## config.mk

```make
export PLATFORM = sky130hd
export DESIGN_NAME = lcd_msg_arbiter
export DESIGN_NICKNAME = d
export VERILOG_FILES = /design/src/rtl/lcd_msg_arbiter.sv
export SDC_FILE = /design/constraint.sdc
export NUM_CORES = 1
export LEC_CHECK = 0
export BUFFER_PORTS_ARGS = -buffer_cell sky130_fd_sc_hd__buf_4
export CORE_MARGIN = 2
export CORE_UTILIZATION = 40
export CTS_BUF_LIST = sky130_fd_sc_hd__clkbuf_8
export DETAILED_ROUTE_END_ITERATION = 6
export PLACE_DENSITY = 0.57
export REMOVE_ABC_BUFFERS = 1
export SLEW_MARGIN = 5
export SYNTH_ARGS = -nofsm -noshare
export SYNTH_HDL_FRONTEND = slang
export SYNTH_SLANG_ARGS = --single-unit
```

## constraint.sdc

```tcl
create_clock -name clk -period 4.3 [get_ports clk]
set_input_delay 0 -clock clk [delete_from_list [all_inputs] [get_ports clk]]
set_output_delay 0 -clock clk [all_outputs]
set_load 0.05 [all_outputs]
```

## src/rtl/lcd_msg_arbiter.sv

```systemverilog
// Round-robin arbiter sharing one LCD driver between four message sources.
// The winner's message select is latched and held until write plus dwell completes.
module lcd_msg_arbiter #(
  parameter int unsigned NUM_REQ      = 4,
  parameter int unsigned MSG_W        = 4,
  parameter int unsigned DWELL_CYCLES = 50000000,
  parameter int unsigned DW_W         = 26
) (
  input  logic                     clk,
  input  logic                     rst,
  input  logic [NUM_REQ-1:0]       req,
  input  logic [NUM_REQ*MSG_W-1:0] msg_in,
  input  logic                     lcd_busy,
  output logic [MSG_W-1:0]         lcd_char_sel,
  output logic                     lcd_load,
  output logic [NUM_REQ-1:0]       grant,
  output logic [NUM_REQ-1:0]       ack,
  output logic                     busy
);

  localparam int unsigned PtrW = 2;
  localparam logic [DW_W-1:0] DwellLoad = DW_W'(DWELL_CYCLES - 1);

  typedef enum logic [1:0] {
    StIdle,
    StLoad,
    StWaitLcd,
    StDwell
  } state_e;

  state_e             state_q, state_d;
  logic [PtrW-1:0]    owner_q, owner_d;
  logic [PtrW-1:0]    rr_ptr_q, rr_ptr_d;
  logic [DW_W-1:0]    dwell_q, dwell_d;
  logic [MSG_W-1:0]   sel_q, sel_d;
  logic               load_q, load_d;
  logic [NUM_REQ-1:0] grant_q, grant_d;
  logic [NUM_REQ-1:0] ack_q, ack_d;
  logic               busy_q, busy_d;

  logic               win_found;
  logic [PtrW-1:0]    win_idx;
  logic [PtrW-1:0]    cand;
  logic [MSG_W-1:0]   win_msg;

  // Scan from rr_ptr upward (mod 4); first set request wins.
  always_comb begin
    win_found = 1'b0;
    win_idx   = '0;
    cand      = '0;
    for (int unsigned i = 0; i < NUM_REQ; i++) begin
      cand = rr_ptr_q + PtrW'(i);
      if (!win_found && req[cand]) begin
        win_found = 1'b1;
        win_idx   = cand;
      end
    end
  end

  always_comb begin
    win_msg = '0;
    for (int unsigned i = 0; i < NUM_REQ; i++) begin
      if (win_idx == PtrW'(i)) begin
        win_msg = msg_in[i*MSG_W +: MSG_W];
      end
    end
  end

  always_comb begin
    state_d  = state_q;
    owner_d  = owner_q;
    rr_ptr_d = rr_ptr_q;
    dwell_d  = dwell_q;
    sel_d    = sel_q;
    grant_d  = grant_q;
    busy_d   = busy_q;
    load_d   = 1'b0;
    ack_d    = '0;
    unique case (state_q)
      StIdle: begin
        if (win_found) begin
          state_d = StLoad;
          owner_d = win_idx;
          grant_d = NUM_REQ'(1) << win_idx;
          sel_d   = win_msg;
          load_d  = 1'b1;
          busy_d  = 1'b1;
        end
      end
      StLoad: begin
        state_d = StWaitLcd;
      end
      StWaitLcd: begin
        if (!lcd_busy) begin
          dwell_d = DwellLoad;
          state_d = StDwell;
        end
      end
      StDwell: begin
        if (dwell_q == '0) begin
          ack_d[owner_q] = 1'b1;
          grant_d        = '0;
          rr_ptr_d       = owner_q + 1'b1;
          busy_d         = 1'b0;
          state_d        = StIdle;
        end else begin
          dwell_d = dwell_q - 1'b1;
        end
      end
      default: begin
        state_d = StIdle;
      end
    endcase
  end

  always_ff @(posedge clk) begin
    if (!rst) begin
      state_q  <= StIdle;
      owner_q  <= '0;
      rr_ptr_q <= '0;
      dwell_q  <= '0;
      sel_q    <= '0;
      load_q   <= 1'b0;
      grant_q  <= '0;
      ack_q    <= '0;
      busy_q   <= 1'b0;
    end else begin
      state_q  <= state_d;
      owner_q  <= owner_d;
      rr_ptr_q <= rr_ptr_d;
      dwell_q  <= dwell_d;
      sel_q    <= sel_d;
      load_q   <= load_d;
      grant_q  <= grant_d;
      ack_q    <= ack_d;
      busy_q   <= busy_d;
    end
  end

  assign lcd_char_sel = sel_q;
  assign lcd_load     = load_q;
  assign grant        = grant_q;
  assign ack          = ack_q;
  assign busy         = busy_q;

endmodule

```

# ---- After elaboration in Yosys (flattened, before gate mapping)
# Index checks and enable logic that the tools add are counted.
dict set report word_totals {
  in_bits 23
  ff_bits 46
}
dict set report op_classes {
  addsub 5
  n_mux 36
  magnitude_cmp 6
  shift 1
  n_reduce_logical 19
  eq_ne 10
}
# operator count
set ops {}
lappend ops {{2-to-1 mux 26 bit} 2}
lappend ops {{one-hot mux 26 bit (2 select lines)} 1}
lappend ops {{logical NOT 26 bit} 1}
lappend ops {{subtractor 26 x 1 -> 26 bit (second input constant)} 1}
lappend ops {{2-to-1 mux 4 bit} 6}
lappend ops {{less-than comparator 2 x 3 -> 1 bit (second input constant)} 5}
lappend ops {{2-to-1 mux 2 bit} 7}
lappend ops {{2-to-1 mux 1 bit} 12}
lappend ops {{AND reduction 3 bit} 4}
lappend ops {{binary-select mux 1 bit (select 2 bit)} 4}
lappend ops {{== test 2 bit (second input constant)} 4}
lappend ops {{inequality test 2 bit (second input constant)} 4}
lappend ops {{one-hot mux 2 bit (4 select lines)} 1}
lappend ops {{one-hot mux 4 bit (2 select lines)} 1}
lappend ops {{AND reduction 2 bit} 3}
lappend ops {{adder 2 x 1 -> 2 bit (second input constant)} 2}
lappend ops {{adder 2 bit (second input constant)} 2}
lappend ops {{== test 2 x 1 -> 1 bit (second input constant)} 2}
lappend ops {{logical AND 1 bit} 4}
lappend ops {{logical NOT 2 bit} 2}
lappend ops {{nonzero test 2 bit} 2}
lappend ops {{<< shifter 1 x 2 -> 4 bit (first input constant)} 1}
lappend ops {{logical NOT 1 bit} 3}
lappend ops {{demux 1 bit (select 2 bit)} 1}
lappend ops {{2 further kinds} 2}

# ---- Logic depth before layout (Yosys ltp)
# Gate-level depths: netlist (run 1).
dict set report depth {
  depth_word 17
  depth_mapped 8
  mapped_depth_nobuf 7
}

# ---- Worst setup path before layout (run 1)
# Ideal clock, no wire load.
dict set report synth_timing {
  path_kind {flip-flop to flip-flop}
  startpoint {reg dwell_q[14]}
  endpoint {reg dwell_q[3]}
  stages_incl_launch_ff 8
  period_less_slack_ps 2358
  t_arrival_ps 2226
  setup_slack_ps 1942
  required_ps 4168
  path_cell_list {dfxtp_1 > or4_1 > clkbuf_2 > or4_4 > o31ai_4 > buf_6 > xor2_1 > a21oi_1}
}
dict set report synth_between {
  elab_chain_cells 3
}
# element line_no
set synth_rtl {}
lappend synth_rtl {{start: declaration} 34} ;# logic [DW_W-1:0] dwell_q, dwell_d;
lappend synth_rtl {{start signal: assignment} 131} ;# dwell_q <= dwell_d;
lappend synth_rtl {{logical NOT 26 bit} 100} ;# if (dwell_q == '0) begin
lappend synth_rtl {{inequality test 2 bit (no source line)} -}
lappend synth_rtl {{AND reduction 3 bit (no source line)} -}
# No other way between the ends.
# A chain may end at the register's enable or synchronous reset.

# ---- Worst setup path after layout (run 1)
dict set report layout_timing {
  startpoint {reg dwell_q[3]}
  endpoint {reg dwell_q[5]}
}
dict set report layout_between {
  elab_chain_cells 3
}
# element line_no
set layout_rtl {}
lappend layout_rtl {{subtractor 26 x 1 -> 26 bit / logical NOT 26 bit (equally long branches)} {107, 100}}
lappend layout_rtl {{2-to-1 mux 26 bit / inequality test 2 bit (equally long branches)} -}
lappend layout_rtl {{one-hot mux 26 bit (2 select lines) / AND reduction 3 bit (equally long branches)} -}
# Several ways; a longest one is shown, not always the timed one. The select of a mux whose other input is x is not followed.

==> results of run 1 <==
-- placed cells by master, fill, tap and decap left out, drive strengths merged, types with 4 or more instances in the layout --
| cell | instances |
|---|---|
| or4 | 12 |
| nand2b | 6 |
| xor2 | 4 |
| nor3 | 9 |
| and3 | 5 |
| o221ai | 4 |
| nand3 | 8 |
| buf | 36 |
| o31a | 4 |
| o31ai | 8 |
| mux2i | 12 |
| clkbuf | 6 |
| dfxtp | 46 |
| a21oi | 12 |
| nor4 | 9 |
| inv | 14 |
| o21ai | 9 |
| nand2 | 12 |
| a32o | 4 |
| or3 | 11 |
| a31oi | 8 |
| nor2 | 16 |
| ha | 9 |
-- routing by layer --
layer / track usage, % / vias to the layer above / routed length (um) / part of all wire, %
li1: - / 1088 / - / -
met1: 24.8 / 997 / 2720 / 50
met2: 27.2 / 47 / 2340 / 44
met3: 3.63 / 5 / 243 / 4.5
met4: 5.50 / 0 / 78 / 1.5
met5: 0 / - / 0 / 0
-- power by group --
part | switching, mW | internal [mW]
Combinational | 0.827 | 0.466
Sequential | 0.129 | 0.573
Clock | 0.143 | 0.128
-- what timing repair did --
item | in CTS | in global routing
hold buffers | 2 | 0
hold endpoints to repair | 1 | 0
setup endpoints to repair | 0 | 0
-- registers in the layout, summed over array words and instances, names as in the netlist --
signal,cells
dwell_q,26
ack,4
grant,4
lcd_char_sel,4
owner_q,2
rr_ptr_q,2
state_q,2
busy,1
lcd_load,1
-- cell families after synthesis --
kind of cell               after synthesis  synth area share, %
adders and majority gates                9                 4.67
muxes                                   12                 4.98
buffers and inverters                   27                 4.67
AOI/OAI and AO/OA                       67                 20.7
and+or+nand+nor                        104                 24.6
DFF                                     46                 38.2
xor gates and xnor gates                 6                 2.18
-- final cells by class --
| class | instances | area, sq um | share of cell area [%] |
|---|---|---|---|
| flip-flops and latches | 46 | 921 | 32.6 |
| inverters | 13 | 48.8 | 1.73 |
| well taps | 75 | 93.8 | 3.33 |
| repair buffers | 38 | 290 | 10.3 |
| multi-input cells | 198 | 1380 | 48.8 |
| clock buffers | 6 | 82.6 | 2.93 |
| clock inverters | 2 | 8.76 | 0.310 |
-- final timing paths --
| check | startpoint | endpoint | slack (ns) |
|---|---|---|---|
| hold reg to reg | busy | busy | 0.47 |
| setup / recovery | dwell_q[3] | dwell_q[5] | 1.42 |
| hold / removal | msg_in[13] | lcd_char_sel[1] | 0.01 |
| setup reg to reg | dwell_q[3] | dwell_q[5] | 1.42 |
-- critical path, stage by stage (launching register included) --
cell and delay, ns:
dfxtp_1 0.38, nor4_1 0.62, nand4_1 0.54, o31ai_4 0.84
nor4_1 0.09, o31a_1 0.29
-- per-stage QoR --
step	util [%]	hold slack [ns]
after floorplan	-	0.117
after global placement	46.0	0.296
after detailed placement	46.0	0.309
after CTS	47.9	0.00924
after global routing	47.9	0.0164
final	47.9	0.00986
==> qor.yml, run 1 <==
firstDrtPassIters: 4
hold_depth: 3
num-fill-cells: 602
leakage_nw: 1.20
post_cts_buffers: 0
drt-vias-per-instance: 5.65
power_mw: 2.27
cts_resized: 0
numCtsBuffers: 5
start_util_pct: 40.9
core_sq_um: 5890
clock_path_buffers: 2
max-slew-margin-rel_pct: 40.4
max_clock_freq_mhz: 347
routed_wl_um: 5380
hold_viol_final: 0
placed_cells: 368
root_buffer: "clkbuf_8"
status: "finished, final reports clean"
gp_congestion: 0.770
worst_ir_drop_vdd_uv: 401
place_area_sq_um: 2710
fin_ws_ns: 1.42
ys_seq_area_share_pct: 38.2
critPathArrivalTime_ns: 3.07
postLayoutCellArea_sq_um: 2820
yosysWarnings: 0
vias: 2137
hold_class: "primary input to flip-flop"
grt_max_degree: 23
die_x_um: 81.6
drc: 0
avgSynthCellArea_sq_um: 8.89
netlist_instances: 271
synth_common_cells: "dfxtp_1 (46), nor2_1 (16), inv_1 (13)"
hpwlAfterDp_um: 3860
rsz0062_at_grt: "no"
synth.most_common_cell: "dfxtp_1"
tightestPinTransition_ns: 0.891
postRouteAntennaNets: 0
setup_viol: 0
dieArea_sq_um: 6660
yosys.area.top_type: "dfxtp_1"
reg2reg_depth: 5
cp-start-kind: "flip-flop"
pwr_density_cell_nw_per_um2: 803
cp-end-kind: "flip-flop"
maxCapViolations: 0
ys_seq_elements: 46
gr-total-overflow: 0
synthArstFlopShare_pct: 0
htree_levels: 2
synth_area_sq_um: 2410
finClkSkew_ns: 0.00410
die_y_um: 81.6
clk-insertion-delay-late_ns: 0.30
drt_iter0_drc: 59
io-pin-count: 37
clock_sinks: 46
n_antenna_cell: 0
synth_top_cell_area_share_pct: 38.2
synthToLayoutAreaGrowth_pct: 17.1
min_period_over_period_pct: 67.0
ys.flop_type: "dfxtp_1"
crit_required_ns: 4.49
portBuffers: 36
min_period_ns: 2.88
crit_type: "flip-flop to flip-flop"
finalNetCount: 334
cp_max_fo: 19
cts_tree: "done"
pre_cts_ws_ns: 1.43
ys_top_cells_by_area: "dfxtp_1 (38%), mux2i_1 (5.0%), ha_1 (4.7%)"
drive_gt1_share_pct: 17.2
finalNonFillerCells: 378
grt_pass1_vias: 1880
report.final.slew_viol_count: 0
antenna_found_initial: 0
path_clk_slew_ns: 0.08
tns_ns: 0
grt_first_pass_wirelength_um: 9070
synth_edf_count: 0
post_drt_wl_per_cell_um: 14.2
yosysUniqueCellTypes: 51
grt_usage_pct: 17.6
rows: 28
No activity file was read; power rests on OpenSTA's default activity.
==> inputs of run 2 (changes only) <==
==> constraint.sdc (replaced) <==
create_clock -name clk -period 2.75 [get_ports clk]
set_input_delay 0 -clock clk [delete_from_list [all_inputs] [get_ports clk]]
set_output_delay 0 -clock clk [all_outputs]
set_load 0.05 [all_outputs]
==> qor.yml, run 2 (synthesis results as in run 1) <==
portBuffers: 36  # unchanged
drive_gt1_share_pct: 19.4  # +2.2 points
postRouteAntennaNets: 0  # unchanged
largest_reg_flops: 26  # unchanged
rr_endpoint: "dwell_q[12]"
pre_cts_ws_ns: 0.217  # -1.21 ns
critical_path.max_stage_delay_ns: 0.60  # -0.24 ns
cp-start-kind: "flip-flop"
root_buffer: "clkbuf_8"
status: "finished, final reports clean"
firstDrtPassIters: 4  # unchanged
start_util_pct: 40.9  # unchanged
fin_ws_ns: 0.209  # -1.21 ns
rrSetupSlack_ns: 0.21  # -1.21 ns
cp_max_fo: 9  # -10
vias: 2154  # +0.80%
cp_top_family: "simple AND/OR/NAND/NOR gates"
mostFrequentLayoutCell: "dfxtp_1"
max-slew-margin-rel_pct: 49.6  # +9.2 points
critPathSlowestCell: "or4_1"
num-fill-cells: 566  # -6.0%
hold_viol_final: 0  # unchanged
finalNetCount: 342  # +2.4%
cp-end-kind: "flip-flop"
maxCapViolations: 0  # unchanged
routed_wl_um: 5710  # +6.2%
clock_path_buffers: 2  # unchanged
min_period_ns: 2.54  # -0.340 ns
grt_max_degree: 23  # unchanged
crit_required_ns: 2.90  # -1.59 ns
hold_depth: 3  # unchanged
rsz0062_at_grt: "no"
path_clk_slew_ns: 0.08  # about the same
die_y_um: 81.6  # unchanged
min_from: "msg_in[15]"
rows: 28  # unchanged
drt-vias-per-instance: 5.59  # -1.0%
met3_usage_pct: 4.95  # +1.3 points
cp_cell_sequence: "ha_1 -> or4b_2 -> or4_1 -> o211ai_2 -> or4_1 -> a31oi_1"
cts_tree: "done"
report.final.slew_viol_count: 0  # unchanged
grt_usage_pct: 18.9  # +1.2 points
hold_path_end: "lcd_char_sel[3]"
die_x_um: 81.6  # unchanged
pwr-share-clk_pct: 13.5  # +1.5 points
hold_class: "primary input to flip-flop"
finClkSkew_ns: 0.0105  # +0.00636 ns
drt_iter0_drc: 110  # +86%
tightestPinTransition_ns: 0.755  # -0.137 ns
gr-total-overflow: 0  # unchanged
reg2reg_depth: 6  # +1
critPathArrivalTime_ns: 2.69  # -0.38 ns
io-pin-count: 37  # unchanged
dieArea_sq_um: 6660  # unchanged
core_sq_um: 5890  # unchanged
hpwlAfterDp_um: 4210  # +9.0%
grtUsageMet2_pct: 28.1  # +0.90 points
top_register: "dwell_q"
intPower_mw: 2.04  # +75%
use_met1_pct: 27.2  # +2.4 points
crit_path_frequent_cell: "or4_1"
clock_sinks: 46  # unchanged
worst_ir_drop_vdd_uv: 508  # +27%
synthToLayoutAreaGrowth_pct: 20.5
grt_pass1_vias: 2064  # +9.8%
post_drt_wl_per_cell_um: 14.8  # +4.2%
seqPwrFrac_pct: 29.2  # -1.8 points
crit_type: "flip-flop to flip-flop"
gp_congestion: 0.880  # +14%
grt.busiest_layer: "met2"
n_antenna_cell: 0  # unchanged
path_buf_inv: 0  # unchanged
clk-insertion-delay-late_ns: 0.30  # about the same
layout_common_cells: "dfxtp_1 (46), buf_4 (44), nor2_1 (16)"
numCtsBuffers: 5  # unchanged
ctsHoldBuffers: 2  # unchanged
post_cts_buffers: 0  # unchanged
htree_levels: 2  # unchanged
max_clock_freq_mhz: 394  # +13%
pwr_density_cell_nw_per_um2: 1320  # +64%
grt_first_pass_wirelength_um: 9700  # +6.9%
setup_viol: 0  # unchanged
p_sw_mw: 1.78  # +62%
cts_resized: 0  # unchanged
reg2reg_from: "state_q[1]"
leakage_nw: 1.24  # +3.6%
combPwrFrac_pct: 57.3  # +0.3 points
swShare_pct: 46.6  # -1.9 points
min_period_over_period_pct: 92.4  # +25 points
tns_ns: 0  # unchanged
drc: 0  # unchanged
antenna_found_initial: 0  # unchanged
[run 2: final cells by class]
cell class,instances,area (sq um),share of cell area [%]
multi-input cells,198,1380,47.4
flip-flops and latches,46,921,31.7
repair buffers,46,350,12.1
well taps,75,93.8,3.23
clock buffers,6,82.6,2.84
inverters,13,48.8,1.68
clock inverters,1,30.0,1.03
[run 2: how the worst max path moves through the flow]
stage | depth (start not counted) | endpoint | slack [ns] | from
after floorplan | 6 | dwell_q[19] | 0.22 | state_q[1]
after global placement | 6 | dwell_q[6] | 0.27 | state_q[1]
after detailed placement | 6 | dwell_q[12] | 0.22 | state_q[1]
after CTS | 6 | dwell_q[12] | 0.19 | state_q[1]
after global routing | 6 | dwell_q[12] | 0.03 | state_q[1]
final | 6 | dwell_q[12] | 0.21 | state_q[1]
[run 2: power groups by stage]
stage          Sequential (mW)  Clock [mW]  Combinational (mW)
2_1_floorplan             1.20           0                1.43
3_3_place_gp              1.12           0                2.16
3_5_place_dp              1.13           0                2.18
4_1_cts                   1.11       0.537                2.19
5_1_grt                   1.16       0.566                2.45
6_report                  1.12       0.517                2.19
[run 2: tightest hold or removal path: cells and delay by family]
family	cells	cell delay, ns
multiplexers	1	0.05
AO/OA/AOI/OAI	1	0.15
buffers and inverters	1	0.07
[run 2: routing by layer]
layer,part of all wire (%),routed length (um)
met5,0,0
met1,52,2960
met3,4.6,263
met4,0.47,27
met2,43,2460
[run 2: per-stage QoR]
| stage | util (%) | power (mW) | std cells | hold slack (ns) | cell area, sq um |
|---|---|---|---|---|---|
| after floorplan | - | 2.63 | 257 | 0.117 | 2350 |
| after global routing | 49.3 | 4.17 | 385 | 0.00627 | 2900 |
| after global placement | 47.1 | 3.28 | 376 | 0.301 | 2770 |
| final | 49.3 | 3.83 | 385 | 0.0131 | 2900 |
| after CTS | 49.3 | 3.84 | 385 | 0.00400 | 2900 |
| after detailed placement | 47.1 | 3.31 | 376 | 0.307 | 2770 |
